File: config.mk
export PLATFORM = sky130hd
export DESIGN_NAME = mul_pipe
export DESIGN_NICKNAME = d
export VERILOG_FILES = /design/src/rtl/mul_pipe.sv
export SDC_FILE = /design/constraint.sdc
export NUM_CORES = 1
export LEC_CHECK = 0
export CORE_ASPECT_RATIO = 1.1
export CORE_UTILIZATION = 63
export CTS_CLUSTER_SIZE = 8
export DETAILED_ROUTE_END_ITERATION = 10
export GPL_ROUTABILITY_DRIVEN = 0
export PLACE_DENSITY = 0.89
export SLEW_MARGIN = 20
export SYNTH_ARGS = -nofsm -noshare
export SYNTH_HDL_FRONTEND = slang
export SYNTH_SLANG_ARGS = --single-unit
File: constraint.sdc
create_clock -name clk -period 9.7 [get_ports clk]
set_input_delay 1.94 -clock clk [delete_from_list [all_inputs] [get_ports clk]]
set_output_delay 1.94 -clock clk [all_outputs]
set_load 0.05 [all_outputs]
File: src/rtl/mul_pipe.sv
// -----------------------------------------------------------------------------
// mul_pipe -- pipelined WIDTH x WIDTH multiplier with valid/ready handshakes.
//
// Each accepted operand pair produces an exact 2*WIDTH-bit product, either
// unsigned or two's-complement as selected by in_signed. The product is
// available STAGES advancing cycles after acceptance. A stalled output
// (out_valid high, out_ready low) freezes the whole pipeline.
//
// Ports
//   clk        in   1        single clock, rising edge
//   rst_n      in   1        synchronous active-low reset
//   in_valid   in   1        operand pair valid
//   in_ready   out  1        pair can be accepted this cycle
//   in_a       in   WIDTH    multiplicand
//   in_b       in   WIDTH    multiplier
//   in_signed  in   1        1 = two's-complement operands, 0 = unsigned
//   out_valid  out  1        result valid (registered)
//   out_ready  in   1        consumer takes the result this cycle
//   out_prod   out  2*WIDTH  full-width product (registered)
// -----------------------------------------------------------------------------
module mul_pipe #(
    parameter int WIDTH  = 16,
    parameter int STAGES = 4
) (
    input  logic               clk,
    input  logic               rst_n,
    input  logic               in_valid,
    output logic               in_ready,
    input  logic [WIDTH-1:0]   in_a,
    input  logic [WIDTH-1:0]   in_b,
    input  logic               in_signed,
    output logic               out_valid,
    input  logic               out_ready,
    output logic [2*WIDTH-1:0] out_prod
);

    localparam int PW = 2 * WIDTH;

    // Widen an operand to the product width, sign- or zero-extending.
    function automatic logic [PW-1:0] extend_operand(
        input logic [WIDTH-1:0] value,
        input logic             is_signed
    );
        logic [PW-1:0] ext;
        ext = {{WIDTH{is_signed & value[WIDTH-1]}}, value};
        return ext;
    endfunction

    logic              w_stall;
    logic              w_advance;
    logic              w_accept;
    logic [STAGES-1:0] r_valid;
    logic [PW-1:0]     w_ext_a;
    logic [PW-1:0]     w_ext_b;
    logic [PW-1:0]     w_pp_lo;
    logic [WIDTH-1:0]  w_pp_hi;
    logic [PW-1:0]     w_out_prod;

    // The last slot is the only one whose hand-off can be refused.
    assign w_stall   = r_valid[STAGES-1] & ~out_ready;
    assign w_advance = ~w_stall;
    assign w_accept  = in_valid & w_advance;

    assign in_ready  = w_advance;
    assign out_valid = r_valid[STAGES-1];
    assign out_prod  = w_out_prod;

    // Product of the extended operands taken modulo 2^PW is exact for both
    // modes because the true result always fits in PW bits. The multiply is
    // split on the multiplier: ext_a * b_low (full width) plus
    // ext_a * b_high shifted by WIDTH, of which only the low WIDTH bits
    // survive the shift, so a WIDTH x WIDTH multiply suffices there.
    assign w_ext_a = extend_operand(in_a, in_signed);
    assign w_ext_b = extend_operand(in_b, in_signed);
    assign w_pp_lo = w_ext_a * {{WIDTH{1'b0}}, w_ext_b[WIDTH-1:0]};
    assign w_pp_hi = w_ext_a[WIDTH-1:0] * w_ext_b[PW-1:WIDTH];

    // Valid bits: shift one slot per non-stalled cycle, bubble when no transfer.
    always_ff @(posedge clk) begin
        if (!rst_n) begin
            r_valid <= {STAGES{1'b0}};
        end else if (w_advance) begin
            r_valid[0] <= w_accept;
            for (int i = 1; i < STAGES; i++) begin
                r_valid[i] <= r_valid[i-1];
            end
        end else begin
            r_valid <= r_valid;
        end
    end

    // Data registers only load from a valid predecessor, so bubbles never
    // overwrite the last slot and out_prod keeps the last delivered result.
    if (STAGES == 1) begin : g_single
        logic [PW-1:0] r_prod;

        // Single slot: partial products are summed before the register.
        always_ff @(posedge clk) begin
            if (!rst_n) begin
                r_prod <= {PW{1'b0}};
            end else if (w_accept) begin
                r_prod <= w_pp_lo + {w_pp_hi, {WIDTH{1'b0}}};
            end else begin
                r_prod <= r_prod;
            end
        end

        assign w_out_prod = r_prod;
    end else begin : g_multi
        logic [PW-1:0]    r_pp_lo;
        logic [WIDTH-1:0] r_pp_hi;
        logic [PW-1:0]    r_prod [1:STAGES-1];

        // Slot 0 captures the two partial products of the accepted pair.
        always_ff @(posedge clk) begin
            if (!rst_n) begin
                r_pp_lo <= {PW{1'b0}};
                r_pp_hi <= {WIDTH{1'b0}};
            end else if (w_accept) begin
                r_pp_lo <= w_pp_lo;
                r_pp_hi <= w_pp_hi;
            end else begin
                r_pp_lo <= r_pp_lo;
                r_pp_hi <= r_pp_hi;
            end
        end

        // Slot 1 completes the product; later slots carry it unchanged.
        always_ff @(posedge clk) begin
            if (!rst_n) begin
                for (int i = 1; i < STAGES; i++) begin
                    r_prod[i] <= {PW{1'b0}};
                end
            end else if (w_advance) begin
                if (r_valid[0]) begin
                    r_prod[1] <= r_pp_lo + {r_pp_hi, {WIDTH{1'b0}}};
                end
                for (int i = 2; i < STAGES; i++) begin
                    if (r_valid[i-1]) begin
                        r_prod[i] <= r_prod[i-1];
                    end
                end
            end
        end

        assign w_out_prod = r_prod[STAGES-1];
    end

endmodule

==> metrics.txt <==
most common cell in the netlist inv_1; placed cell areas 17,400 um2; Pleak 8.58 nW; Pwr Density 363 nW/um2; vias in the first global route 12,400; Fillers 1,890; HP Start g_multi.r_pp_lo[0]; placed insts 2,048; total iterations of the first detailed-routing run 5; Rows 62; RR Startpoint g_multi.r_pp_lo[17]; xor/xnor share of the synthesized area 3.45%; Area Growth Syn to Fin 7.56%; pre-CTS setup slack 0.683 ns; # hold bufs at CTS 0; critical path's largest stage delay 0.69 ns; area share of fa/ha/maj cells after synthesis 38.9%; CTS Root Cell clkbuf_16; total negative setup slack 0 ns; first-pass GRT wire length 60.1 mm; FF-to-FF End g_multi.r_prod[0][61]; final cell count without fillers 2,080; Hold Path Stages 2; vias 11,500; Die Wd 157 um; CTS buffer count 17; post-route ant nets 0; critical path buffer and inverter count 7; Final min period 8.73 ns; RSZ-0062 raised after global routing no; final total power 6.55 mW; total gr overflow 0; post-synth top area cell fa_1; diodes inserted 0; Fin Hold WS 0.461 ns; Post-synth ARST share 0%; worst-path fanout max 12; top cell type's share of synthesized area 31.3%; WL/cell 17.1 um; Netlist cell types 60; post-route cell area 18,000 um2; io pins 71; ranking of synthesized cells by area fa_1 31%, edfxtp_1 17%, and2_1 8.4%; clk buf depth 2; Critical Path Sink Type flip-flop; most frequent CP cell fa_1; final hold vios 0; Post-CTS Setup Inserts 0; main combinational cell family by area after synthesis adder cells; cell count after synthesis 1,725; pin count of the biggest net entering global routing 66; max_slew headroom 28.9%; CP startpoint kind primary input; crit path from in_signed; DRC 0; initial drt markers 749; # clock sinks 148; fraction of layout cells with a size suffix above 1 3.70%; mux share of post-synthesis cell area 0.179%; CTS tree yes; WP data required 10.00 ns; outcome finished, final reports clean; post-synthesis simple-gate area fraction 17.2%; FF/Latch Area 3920 um2; worst slew pin tran 1.06 ns; initial antenna violation count 0; area occupied by multi-input gates 11,000 um2; Synth Register Bits 148; Mean Syn Cell Area 9.71 um2; post-layout util 68.9%; Synth Area in Compound Gates 6.01%; Synth top cells by count 329 x inv_1, 262 x fa_1, 226 x and2_1, 197 x nand2_1, 99 x ha_1; post_cts resized 0; core region area 26,100 um2; die area 27,200 um2; Final Cycle Share 90.0%; Setup CP Type in -> reg; WHS Endpoint g_multi.r_pp_lo[0]; sequential fraction of the synthesis area 23.4%; Max Fclk 115 MHz; worst skew pair latency 0.41 ns; Top delay family on crit path adder cells; H-tree levels 4; worst reg2reg path depth 10; Max Cap Viol 0; vias per std cell 5.54; Worst Skew 0.00759 ns; Setup-failing EPs final 0; syn_nets 2,123; Final #Nets 2,113; peak supply drop 527 uV; final worst slack 0.972 ns; Worst Path Arrival 9.03 ns; final wirelength 35.5 mm; Synth Warn # 0; GRT Util Overall 28.4%; slowest CP cell clkdlybuf4s50_1; reg-to-reg setup timing slack 6.62 ns; Slew Limit Fails 0; Initial Util 64.1%; min-delay worst type reg -> reg; PortBufs 70; Worst-path clk slew 0.06 ns; Post-synth EDFFs 96; Syn Std Cell Area 16,700 um2; Primary FF master, synth edfxtp_1; die height 173 um; DP HPWL 27.4 mm
-- sequential cells by signal (all words and copies together) (netlist names) --
register,flops
r_valid,4
g_multi.r_prod,96
g_multi.r_pp_hi,16
g_multi.r_pp_lo,32
-- area by class of cell --
cell class	count	area share [%]
inverters	330	6.88
clock inverters	12	0.403
clock buffers	20	2.72
multi-input cells	1131	61.2
well taps	352	2.44
repair buffers	87	4.57
flip-flops and latches	148	21.8
-- worst min-delay path, stage by stage, from the launching register on --
cell      delay [ns]
dfxtp_1         0.30
nand2_1         0.04
a21boi_0        0.06
-- layer usage --
metal  wire [um]  up-vias  track usage [%]
met4        1400        0             11.4
met1       13300     5588             34.0
met2       18100      545             50.2
li1            -     5251                -
met3        2790      129             4.89
met5           0        -                0
-- worst max-delay path by stage --
stage | slack [ns] | cells past startpoint | to
floorplan | 1.90 | 21 | g_multi.r_pp_lo[28]
global placement | 0.81 | 21 | g_multi.r_pp_lo[31]
detailed placement | 0.68 | 21 | g_multi.r_pp_lo[31]
CTS | 1.11 | 21 | g_multi.r_pp_lo[31]
global route | 0.78 | 25 | g_multi.r_pp_lo[28]
finish | 0.97 | 25 | g_multi.r_pp_lo[28]
-- where the power goes --
| part | internal (mW) | switching, mW | leakage (nW) |
|---|---|---|---|
| logic | 2.22 | 2.94 | 6.85 |
| clock network | 0.362 | 0.245 | 0.286 |
| registers | 0.753 | 0.0315 | 1.44 |
| total | 3.33 | 3.22 | 8.58 |
-- cells by family (layout without fill, tap and decap cells) --
logic type / Yosys count / count (layout)
AOI/OAI and AO/OA: 148 / 148
xor gates and xnor gates: 66 / 66
adders and majority gates: 365 / 365
buffers and inverters: 446 / 449
DFF: 148 / 148
muxes: 3 / 3
and+or+nand+nor: 549 / 549
-- cell usage in the layout (no fill, tap or decap), types with 15 or more instances in the layout --
cell / Yosys / routed
nand3_1: 16 / 16
a21o_1: 15 / 15
xor2_1: 27 / 27
buf_4: 33 / 17
edfxtp_1: 96 / 96
xnor2_1: 39 / 39
nor2b_1: 16 / 16
dfxtp_1: 52 / 52
ha_1: 99 / 99
and2_1: 226 / 226
a21oi_1: 23 / 23
clkbuf_16: 0 / 19
o21ai_0: 35 / 35
clkdlybuf4s50_1: 0 / 69
fa_1: 262 / 262
nand2_1: 197 / 194
nor2_1: 36 / 36
inv_1: 329 / 329
(Power assumes the default switching activity.)
